===== src/rtl/instruction_buffer_if.sv =====
// Fetch-to-decode handshake bundle for the dual-issue instruction buffer.
// master = fetch/decode side, slave = the buffer itself.
interface instruction_buffer_if;
  logic        fetch_inst_1_en;
  logic        fetch_inst_2_en;
  logic [31:0] pc_1_i;
  logic [31:0] pc_2_i;
  logic [31:0] inst_1_i;
  logic [31:0] inst_2_i;
  logic        is_branch_1_i;
  logic        is_branch_2_i;
  logic        fetch_ready;
  logic [1:0]  dec_accept;
  logic        dec_valid_1;
  logic        dec_valid_2;
  logic [31:0] dec_pc_1;
  logic [31:0] dec_pc_2;
  logic [31:0] dec_inst_1;
  logic [31:0] dec_inst_2;
  logic        dec_is_branch_1;
  logic        dec_is_branch_2;

  modport master (
    output fetch_inst_1_en, fetch_inst_2_en, pc_1_i, pc_2_i, inst_1_i, inst_2_i,
           is_branch_1_i, is_branch_2_i, dec_accept,
    input  fetch_ready, dec_valid_1, dec_valid_2, dec_pc_1, dec_pc_2,
           dec_inst_1, dec_inst_2, dec_is_branch_1, dec_is_branch_2
  );

  modport slave (
    input  fetch_inst_1_en, fetch_inst_2_en, pc_1_i, pc_2_i, inst_1_i, inst_2_i,
           is_branch_1_i, is_branch_2_i, dec_accept,
    output fetch_ready, dec_valid_1, dec_valid_2, dec_pc_1, dec_pc_2,
           dec_inst_1, dec_inst_2, dec_is_branch_1, dec_is_branch_2
  );
endinterface


===== src/rtl/instruction_buffer.sv =====
// Dual-issue circular instruction queue between branch prediction and decode.
// Writes up to two entries per cycle at tail, presents the two oldest to decode.
module instruction_buffer #(
  parameter int unsigned DEPTH = 16,
  parameter int unsigned PTR_W = 4
) (
  input  logic                 clk,
  input  logic                 rst,
  input  logic                 flush,
  instruction_buffer_if.slave  ib,
  output logic [PTR_W:0]       count
);

  localparam int unsigned CNT_W = PTR_W + 1;

  typedef struct packed {
    logic [31:0] pc;
    logic [31:0] inst;
    logic        is_branch;
  } entry_t;

  entry_t           mem_q [DEPTH];
  logic [PTR_W-1:0] head_q, head_d;
  logic [PTR_W-1:0] tail_q, tail_d;
  logic [CNT_W-1:0] count_q, count_d;
  logic [PTR_W-1:0] head_p1;
  logic [PTR_W-1:0] slot2_idx;
  logic [1:0]       acc;
  logic [1:0]       rd_n;
  logic [1:0]       wr_n;
  logic             wr_go;
  logic             valid_1;
  logic             valid_2;
  entry_t           rd_1;
  entry_t           rd_2;
  entry_t           wr_1;
  entry_t           wr_2;

  // Ready reflects only the current occupancy; reads this cycle are not credited.
  assign ib.fetch_ready = rst && (count_q <= CNT_W'(DEPTH - 2));
  assign wr_go          = ib.fetch_ready && !flush;

  assign wr_1      = '{pc: ib.pc_1_i, inst: ib.inst_1_i, is_branch: ib.is_branch_1_i};
  assign wr_2      = '{pc: ib.pc_2_i, inst: ib.inst_2_i, is_branch: ib.is_branch_2_i};
  assign slot2_idx = tail_q + PTR_W'(ib.fetch_inst_1_en);

  // Consume count clamped to the request (3 acts as 2) and to occupancy.
  always_comb begin
    acc  = (ib.dec_accept == 2'd3) ? 2'd2 : ib.dec_accept;
    rd_n = acc;
    if (count_q < CNT_W'(acc)) begin
      rd_n = count_q[1:0];
    end
    wr_n = 2'd0;
    if (wr_go) begin
      wr_n = {1'b0, ib.fetch_inst_1_en} + {1'b0, ib.fetch_inst_2_en};
    end
  end

  always_comb begin
    head_d  = head_q + PTR_W'(rd_n);
    tail_d  = tail_q + PTR_W'(wr_n);
    count_d = count_q + CNT_W'(wr_n) - CNT_W'(rd_n);
    if (flush) begin
      head_d  = '0;
      tail_d  = '0;
      count_d = '0;
    end
  end

  always_ff @(posedge clk or negedge rst) begin
    if (!rst) begin
      head_q  <= '0;
      tail_q  <= '0;
      count_q <= '0;
    end else begin
      head_q  <= head_d;
      tail_q  <= tail_d;
      count_q <= count_d;
    end
  end

  // Storage has no reset; validity is tracked entirely by count_q.
  always_ff @(posedge clk) begin
    if (wr_go && ib.fetch_inst_1_en) begin
      mem_q[tail_q] <= wr_1;
    end
    if (wr_go && ib.fetch_inst_2_en) begin
      mem_q[slot2_idx] <= wr_2;
    end
  end

  assign head_p1 = head_q + PTR_W'(1);
  assign valid_1 = (count_q != '0);
  assign valid_2 = (count_q >= CNT_W'(2));
  assign rd_1    = valid_1 ? mem_q[head_q]  : '0;
  assign rd_2    = valid_2 ? mem_q[head_p1] : '0;

  assign ib.dec_valid_1     = valid_1;
  assign ib.dec_valid_2     = valid_2;
  assign ib.dec_pc_1        = rd_1.pc;
  assign ib.dec_pc_2        = rd_2.pc;
  assign ib.dec_inst_1      = rd_1.inst;
  assign ib.dec_inst_2      = rd_2.inst;
  assign ib.dec_is_branch_1 = rd_1.is_branch;
  assign ib.dec_is_branch_2 = rd_2.is_branch;
  assign count              = count_q;

endmodule


===== src/flat_wrapper.sv =====
// flat-port wrapper written by rule: the top's interface ports become plain ports
module instruction_buffer_flat 
#(
  parameter int unsigned DEPTH = 16,
  parameter int unsigned PTR_W = 4
)
  (clk, rst, flush, count, ib_fetch_inst_1_en, ib_fetch_inst_2_en, ib_pc_1_i, ib_pc_2_i, ib_inst_1_i, ib_inst_2_i, ib_is_branch_1_i, ib_is_branch_2_i, ib_dec_accept, ib_fetch_ready, ib_dec_valid_1, ib_dec_valid_2, ib_dec_pc_1, ib_dec_pc_2, ib_dec_inst_1, ib_dec_inst_2, ib_dec_is_branch_1, ib_dec_is_branch_2);
  instruction_buffer_if ib_i ();
  input  logic clk;
  input  logic rst;
  input  logic flush;
  output logic [PTR_W:0] count;
  input wire logic [$bits(ib_i.fetch_inst_1_en)-1:0] ib_fetch_inst_1_en;
  input wire logic [$bits(ib_i.fetch_inst_2_en)-1:0] ib_fetch_inst_2_en;
  input wire logic [$bits(ib_i.pc_1_i)-1:0] ib_pc_1_i;
  input wire logic [$bits(ib_i.pc_2_i)-1:0] ib_pc_2_i;
  input wire logic [$bits(ib_i.inst_1_i)-1:0] ib_inst_1_i;
  input wire logic [$bits(ib_i.inst_2_i)-1:0] ib_inst_2_i;
  input wire logic [$bits(ib_i.is_branch_1_i)-1:0] ib_is_branch_1_i;
  input wire logic [$bits(ib_i.is_branch_2_i)-1:0] ib_is_branch_2_i;
  input wire logic [$bits(ib_i.dec_accept)-1:0] ib_dec_accept;
  output wire logic [$bits(ib_i.fetch_ready)-1:0] ib_fetch_ready;
  output wire logic [$bits(ib_i.dec_valid_1)-1:0] ib_dec_valid_1;
  output wire logic [$bits(ib_i.dec_valid_2)-1:0] ib_dec_valid_2;
  output wire logic [$bits(ib_i.dec_pc_1)-1:0] ib_dec_pc_1;
  output wire logic [$bits(ib_i.dec_pc_2)-1:0] ib_dec_pc_2;
  output wire logic [$bits(ib_i.dec_inst_1)-1:0] ib_dec_inst_1;
  output wire logic [$bits(ib_i.dec_inst_2)-1:0] ib_dec_inst_2;
  output wire logic [$bits(ib_i.dec_is_branch_1)-1:0] ib_dec_is_branch_1;
  output wire logic [$bits(ib_i.dec_is_branch_2)-1:0] ib_dec_is_branch_2;
  assign ib_i.fetch_inst_1_en = ib_fetch_inst_1_en;
  assign ib_i.fetch_inst_2_en = ib_fetch_inst_2_en;
  assign ib_i.pc_1_i = ib_pc_1_i;
  assign ib_i.pc_2_i = ib_pc_2_i;
  assign ib_i.inst_1_i = ib_inst_1_i;
  assign ib_i.inst_2_i = ib_inst_2_i;
  assign ib_i.is_branch_1_i = ib_is_branch_1_i;
  assign ib_i.is_branch_2_i = ib_is_branch_2_i;
  assign ib_i.dec_accept = ib_dec_accept;
  assign ib_fetch_ready = ib_i.fetch_ready;
  assign ib_dec_valid_1 = ib_i.dec_valid_1;
  assign ib_dec_valid_2 = ib_i.dec_valid_2;
  assign ib_dec_pc_1 = ib_i.dec_pc_1;
  assign ib_dec_pc_2 = ib_i.dec_pc_2;
  assign ib_dec_inst_1 = ib_i.dec_inst_1;
  assign ib_dec_inst_2 = ib_i.dec_inst_2;
  assign ib_dec_is_branch_1 = ib_i.dec_is_branch_1;
  assign ib_dec_is_branch_2 = ib_i.dec_is_branch_2;
  instruction_buffer #(.DEPTH(DEPTH), .PTR_W(PTR_W)) u_core (.clk(clk), .rst(rst), .flush(flush), .ib(ib_i), .count(count));
endmodule

===== config.mk =====
export PLATFORM = sky130hd
export DESIGN_NAME = instruction_buffer_flat
export DESIGN_NICKNAME = d
export VERILOG_FILES = /design/src/rtl/instruction_buffer_if.sv /design/src/rtl/instruction_buffer.sv /design/src/flat_wrapper.sv
export SDC_FILE = /design/constraint.sdc
export NUM_CORES = 2
export LEC_CHECK = 0
export CORE_MARGIN = 4
export CORE_UTILIZATION = 56
export DETAILED_ROUTE_END_ITERATION = 10
export PLACE_DENSITY = 0.85
export SLEW_MARGIN = 20
export SYNTH_ARGS = -nofsm -noshare
export SYNTH_HDL_FRONTEND = slang
export SYNTH_SLANG_ARGS = --single-unit

===== constraint.sdc =====
create_clock -name clk -period 6.8 [get_ports clk]
set_input_delay 2.04 -clock clk [delete_from_list [all_inputs] [get_ports clk]]
set_output_delay 2.04 -clock clk [all_outputs]
set_load 0.03 [all_outputs]

Word-level counts from Yosys, hierarchy flattened
Memory sizes are Yosys's and may differ from the RTL's.
Index checks and enable logic that the tools add are counted.
{ "classes": {"n_lt_le_gt_ge": 3, "add_sub_neg": 7, "eq_ne": 1, "muxes": 12, "reduce_logical": 6} }
{ "ops": {"columns": ["op", "n"], "rows": [
  ["$mux 65", 2],
  ["$add 4x2->4", 2],
  ["$mux 4", 2],
  ["$mux 2", 3],
  ["$add 5x2->5", 1],
  ["$ge 5x2->1 const B", 1],
  ["$le 5x4->1 const B", 1],
  ["$lt 5x2->1", 1],
  ["$mux 5", 1],
  ["$reduce_bool 5->1", 1],
  ["$sub 5x2->5", 1],
  ["$add 4x1->4", 1],
  ["$add 4x1->4 const B", 1],
  ["$logic_and 1x1->1", 4],
  ["$mux 1", 4],
  ["$add 1x1->2", 1],
  ["$eq 2x2->1 const B", 1],
  ["$logic_not 1->1", 1]
]} }
{ "word_totals": {"regBits": 13, "word_cells": 33, "in_bits": 137, "memories": 1, "ram_bits": 1040, "out_inout_bits": 138} }
{ "memory_table": {"columns": ["name", "words", "width", "read_ports", "rd_ports_with_merged_regs", "write_ports", "line_no", "text"], "rows": [
  ["u_core.mem_q", 16, 65, 2, 0, 2, "instruction_buffer.sv:22", "entry_t mem_q [DEPTH];"]
]} }

Depth between registers and ports, before layout
{ "logic_depth": {"word_depth": 7, "depth_mapped": 17, "depth_no_buf": 17} }

Worst setup path before layout
Ideal clock, no wire load.
{ "synth_path": {"kind": "input-to-reg", "startpoint": "input port rst", "endpoint": "memory u_core.mem_q[6][0] in the netlist's numbering (enable)", "t_required_ns": 6.213, "arrival_ns": 7.683, "slack_ns": -1.470, "cell_stages": 5, "setup_time_ns": 0.587, "n_path_buf": 0, "path_cell_list": "nor2b_1 o21ai_1 inv_2 nand4b_1 o32ai_1"} }
{ "synth_rtl": {"columns": ["item", "line_no", "text"], "rows": [
  ["start, declared", "flat_wrapper.sv:10", "input logic rst;"],
  ["end, declared", "instruction_buffer.sv:22", null]
]} }

Final worst setup path
{ "layout_path": {"startpoint": "register u_core.head_q[0]", "endpoint": "output port ib_dec_inst_1[2]"} }
{ "layout_via": {"elab_chain_len": 2} }
{ "layout_rtl": {"columns": ["item", "line_no", "text"], "rows": [
  ["start, declared", "instruction_buffer.sv:23", "logic [PTR_W-1:0] head_q, head_d;"],
  ["start signal, assigned", "instruction_buffer.sv:73", "head_q <= '0;"],
  ["start signal, assigned", "instruction_buffer.sv:77", "head_q <= head_d;"],
  ["$mem_v2 16x65", null, null],
  ["$mux 65", "instruction_buffer.sv:96", "assign rd_1 = valid_1 ? mem_q[head_q] : '0;"],
  ["end, declared", "flat_wrapper.sv:27", "output wire logic [$bits(ib_i.dec_inst_1)-1:0] ib_dec_inst_1;"]
]} }
Every way passes these cells.

==> flow_summary.ini <==
[outcome]
outcome = complete, no violations

[routing]
route.met3.wl_um = 22300
drt-wirelength-per-cell_um = 34.8
via_per_inst = 7.40
wl_met2_um = 85800
num_vias = 38800
remaining_drc_errors = 0
ant_nets = 0
highest_layer = met5
first_pass_iters = 6
drtIter0Drc = 5691
m1WireLength_um = 65200
wirelength_um = 182000

[clock_tree]
cts_made_buffers = 111
htree_num_levels = 3
root_buffer = clkbuf_16
cts_hold_buf = 0
post-cts-setup-buffers = 0
cts.repair.resized = 0
cts_sinks = 1053
cts_tree = built
clk_pin_slew_ns = 0.06
cts_buffer_depth = 3
clk_latency_ns = 0.71

[global_routing]
overflow = 0
grtUsageTotal = 0.313
grt_pass1_vias = 39200
antenna_found_initial = 27
grt_max_degree = 142
grt_pass1_wl_um = 266000

[die]
initial_core_util = 0.563
num_io_pins = 275
fp.dieH_um = 339
fp-row-count = 121
coreArea_um2 = 109000
die-area_um2 = 115000
chipWidth_um = 339

[timing]
fin_skew_ns = 0.0359
hold_ws_ns = 0.840
fin_tns_setup_ns = 0
setup_viol = 0
worst_pin_slew_ns = 1.12
rsz0062_at_grt = false
hold_viol = 0
relSlewSlack = 0.251
fmaxAchievable_mhz = 153
layout_min_cycle_time_ns = 6.53
period_share = 0.961
report.final.slew_viol_count = 0

[synthesis]
synth-seq-area-share = 0.515
syn_nets = 3826
yosysWarnings = 0
syn_avg_cell_area_um2 = 16.7
syn_inst = 3667
synth.ff_latch_count = 1053
async_reset_ff_frac = 0.0123
yosysUniqueCellTypes = 53
synth_ff_type = edfxtp_1
syn-cell-area_um2 = 61300
synth_edf_count = 1040

[place]
place.gp.congestion = 0.807
dpl.hpwl_um = 101000
io_buffers = 274

[cells_and_area]
final_common_cell = edfxtp_1
drive_above_1_share = 0.404
final_cell_mix = 1040 x edfxtp_1, 717 x mux2_2, 520 x mux4_2
nets = 3891
fin_util = 0.633
syn_to_final_growth_pct = 12.3

[pwr]
ir_drop_mv = 0.459
p_per_area_nw_per_um2 = 385
power_mw = 26.5
p_leak_nw = 21.4

[setup_path]
cp_data_arrival_time_ns = 4.49
path_class = reg -> out
cp_cell_sequence = buf_16 -> buf_4 -> mux4_2 -> mux2i_1 -> o22ai_1 -> clkdlybuf4s50_1
required_ns = 4.76
cp-end-kind = primary output
crit_fanout = 141
max_stage_delay_ns = 0.78
cp_slowest_cell = clkdlybuf4s50_1
startpoint_type = flop

[worst_hold_path]
holdCritPathClass = reg -> reg

[job]
maxCapViolCount = 0
## state kept, by name, summed over array words and instances, names as in the netlist
register / flops
u_core.mem_q: 1040
u_core.tail_q: 4
u_core.count: 5
u_core.head_q: 4
## Yosys cell counts (2+ instances only)
cell | instances | area (µm²)
edfxtp_1 | 1040 | 31200
mux2_2 | 717 | 8070
mux4_2 | 520 | 11700
mux2_1 | 323 | 3640
clkbuf_1 | 221 | 830
nand2_1 | 137 | 514
mux2i_1 | 134 | 1340
buf_2 | 129 | 646
o22ai_1 | 72 | 450
a21oi_1 | 70 | 350
a221o_1 | 62 | 621
buf_4 | 47 | 353
nor2_1 | 33 | 124
buf_1 | 24 | 90.1
ha_1 | 18 | 225
inv_1 | 15 | 56.3
dfrtp_1 | 13 | 325
nor2b_1 | 11 | 68.8
nand2b_1 | 8 | 50.1
buf_6 | 6 | 67.6
nand3_1 | 6 | 30.0
o21ai_0 | 6 | 30.0
nor3_1 | 5 | 25.0
fa_1 | 4 | 80.1
xnor2_1 | 4 | 35.0
a21o_1 | 3 | 22.5
nor3b_1 | 3 | 22.5
xor2_1 | 3 | 26.3
a31oi_2 | 2 | 25.0
a32oi_1 | 2 | 17.5
nand3b_1 | 2 | 15.0
nand4b_1 | 2 | 17.5
o21ai_1 | 2 | 10.0
o32ai_1 | 2 | 17.5
or2_2 | 2 | 12.5
or3_1 | 2 | 12.5
## routing by layer
layer	up-vias	track usage
li1	15200	-
met5	-	0
met1	20100	0.418
met2	2950	0.486
met3	508	0.0814
met4	12	0.145
## critical path: cells and delay by family, from the launching register on
kind / cells / cell delay, ns
buf+inv: 3 / 2.04
flops: 1 / 0.69
mux: 2 / 0.42
compound gates: 1 / 0.45
## final timing paths
kind / startpoint / end / slack (ns) / depth (start not counted)
max: u_core.head_q[0] / ib_dec_inst_1[2] / 0.27 / 6
min: u_core.count[2] / u_core.count[4] / 0.84 / 3
max reg2reg: u_core.tail_q[0] / u_core.mem_q[3][44] / 3.06 / 6
min reg2reg: u_core.count[2] / u_core.count[4] / 0.84 / 3
max in group asynchronous: rst / u_core.head_q[0] / 4.85 / 2
min in group asynchronous: rst / u_core.tail_q[1] / 1.74 / 2
## stage by stage
| step | setup WS (ns) | std cells | area [µm²] |
|---|---|---|---|
| floorplan | -1.13 | 3667 | 61300 |
| global placement | 1.02 | 5031 | 65400 |
| detailed placement | 0.988 | 5033 | 65400 |
| CTS | 0.229 | 5224 | 68800 |
| global route | 0.0588 | 5237 | 68900 |
| finish | 0.267 | 5243 | 68900 |
## final cells by class
type	count	area, µm²
diodes	19	47.5
clock buffers	139	2900
clock inverters	52	472
fillers	7422	40000
inverters	16	60.1
multi-input cells	2171	28100
flip-flops and latches	1053	31600
well taps	1414	1770
repair buffers	379	3950
## cell families after synthesis
kind of cell | share of synthesized area
buf+inv | 0.0334
simple gates | 0.0157
flops | 0.515
compound gates | 0.0260
mux | 0.404
fa+ha+maj | 0.00498
xor+xnor | 0.00153
## report_power, final
part	switching [mW]	leakage, nW	internal [mW]
combinational	7.21	10.2	6.13
sequential	0.103	9.53	7.24
clock	2.55	1.65	3.30
total	9.87	21.4	16.7
Note: power is estimated with default switching activity, not from simulation.
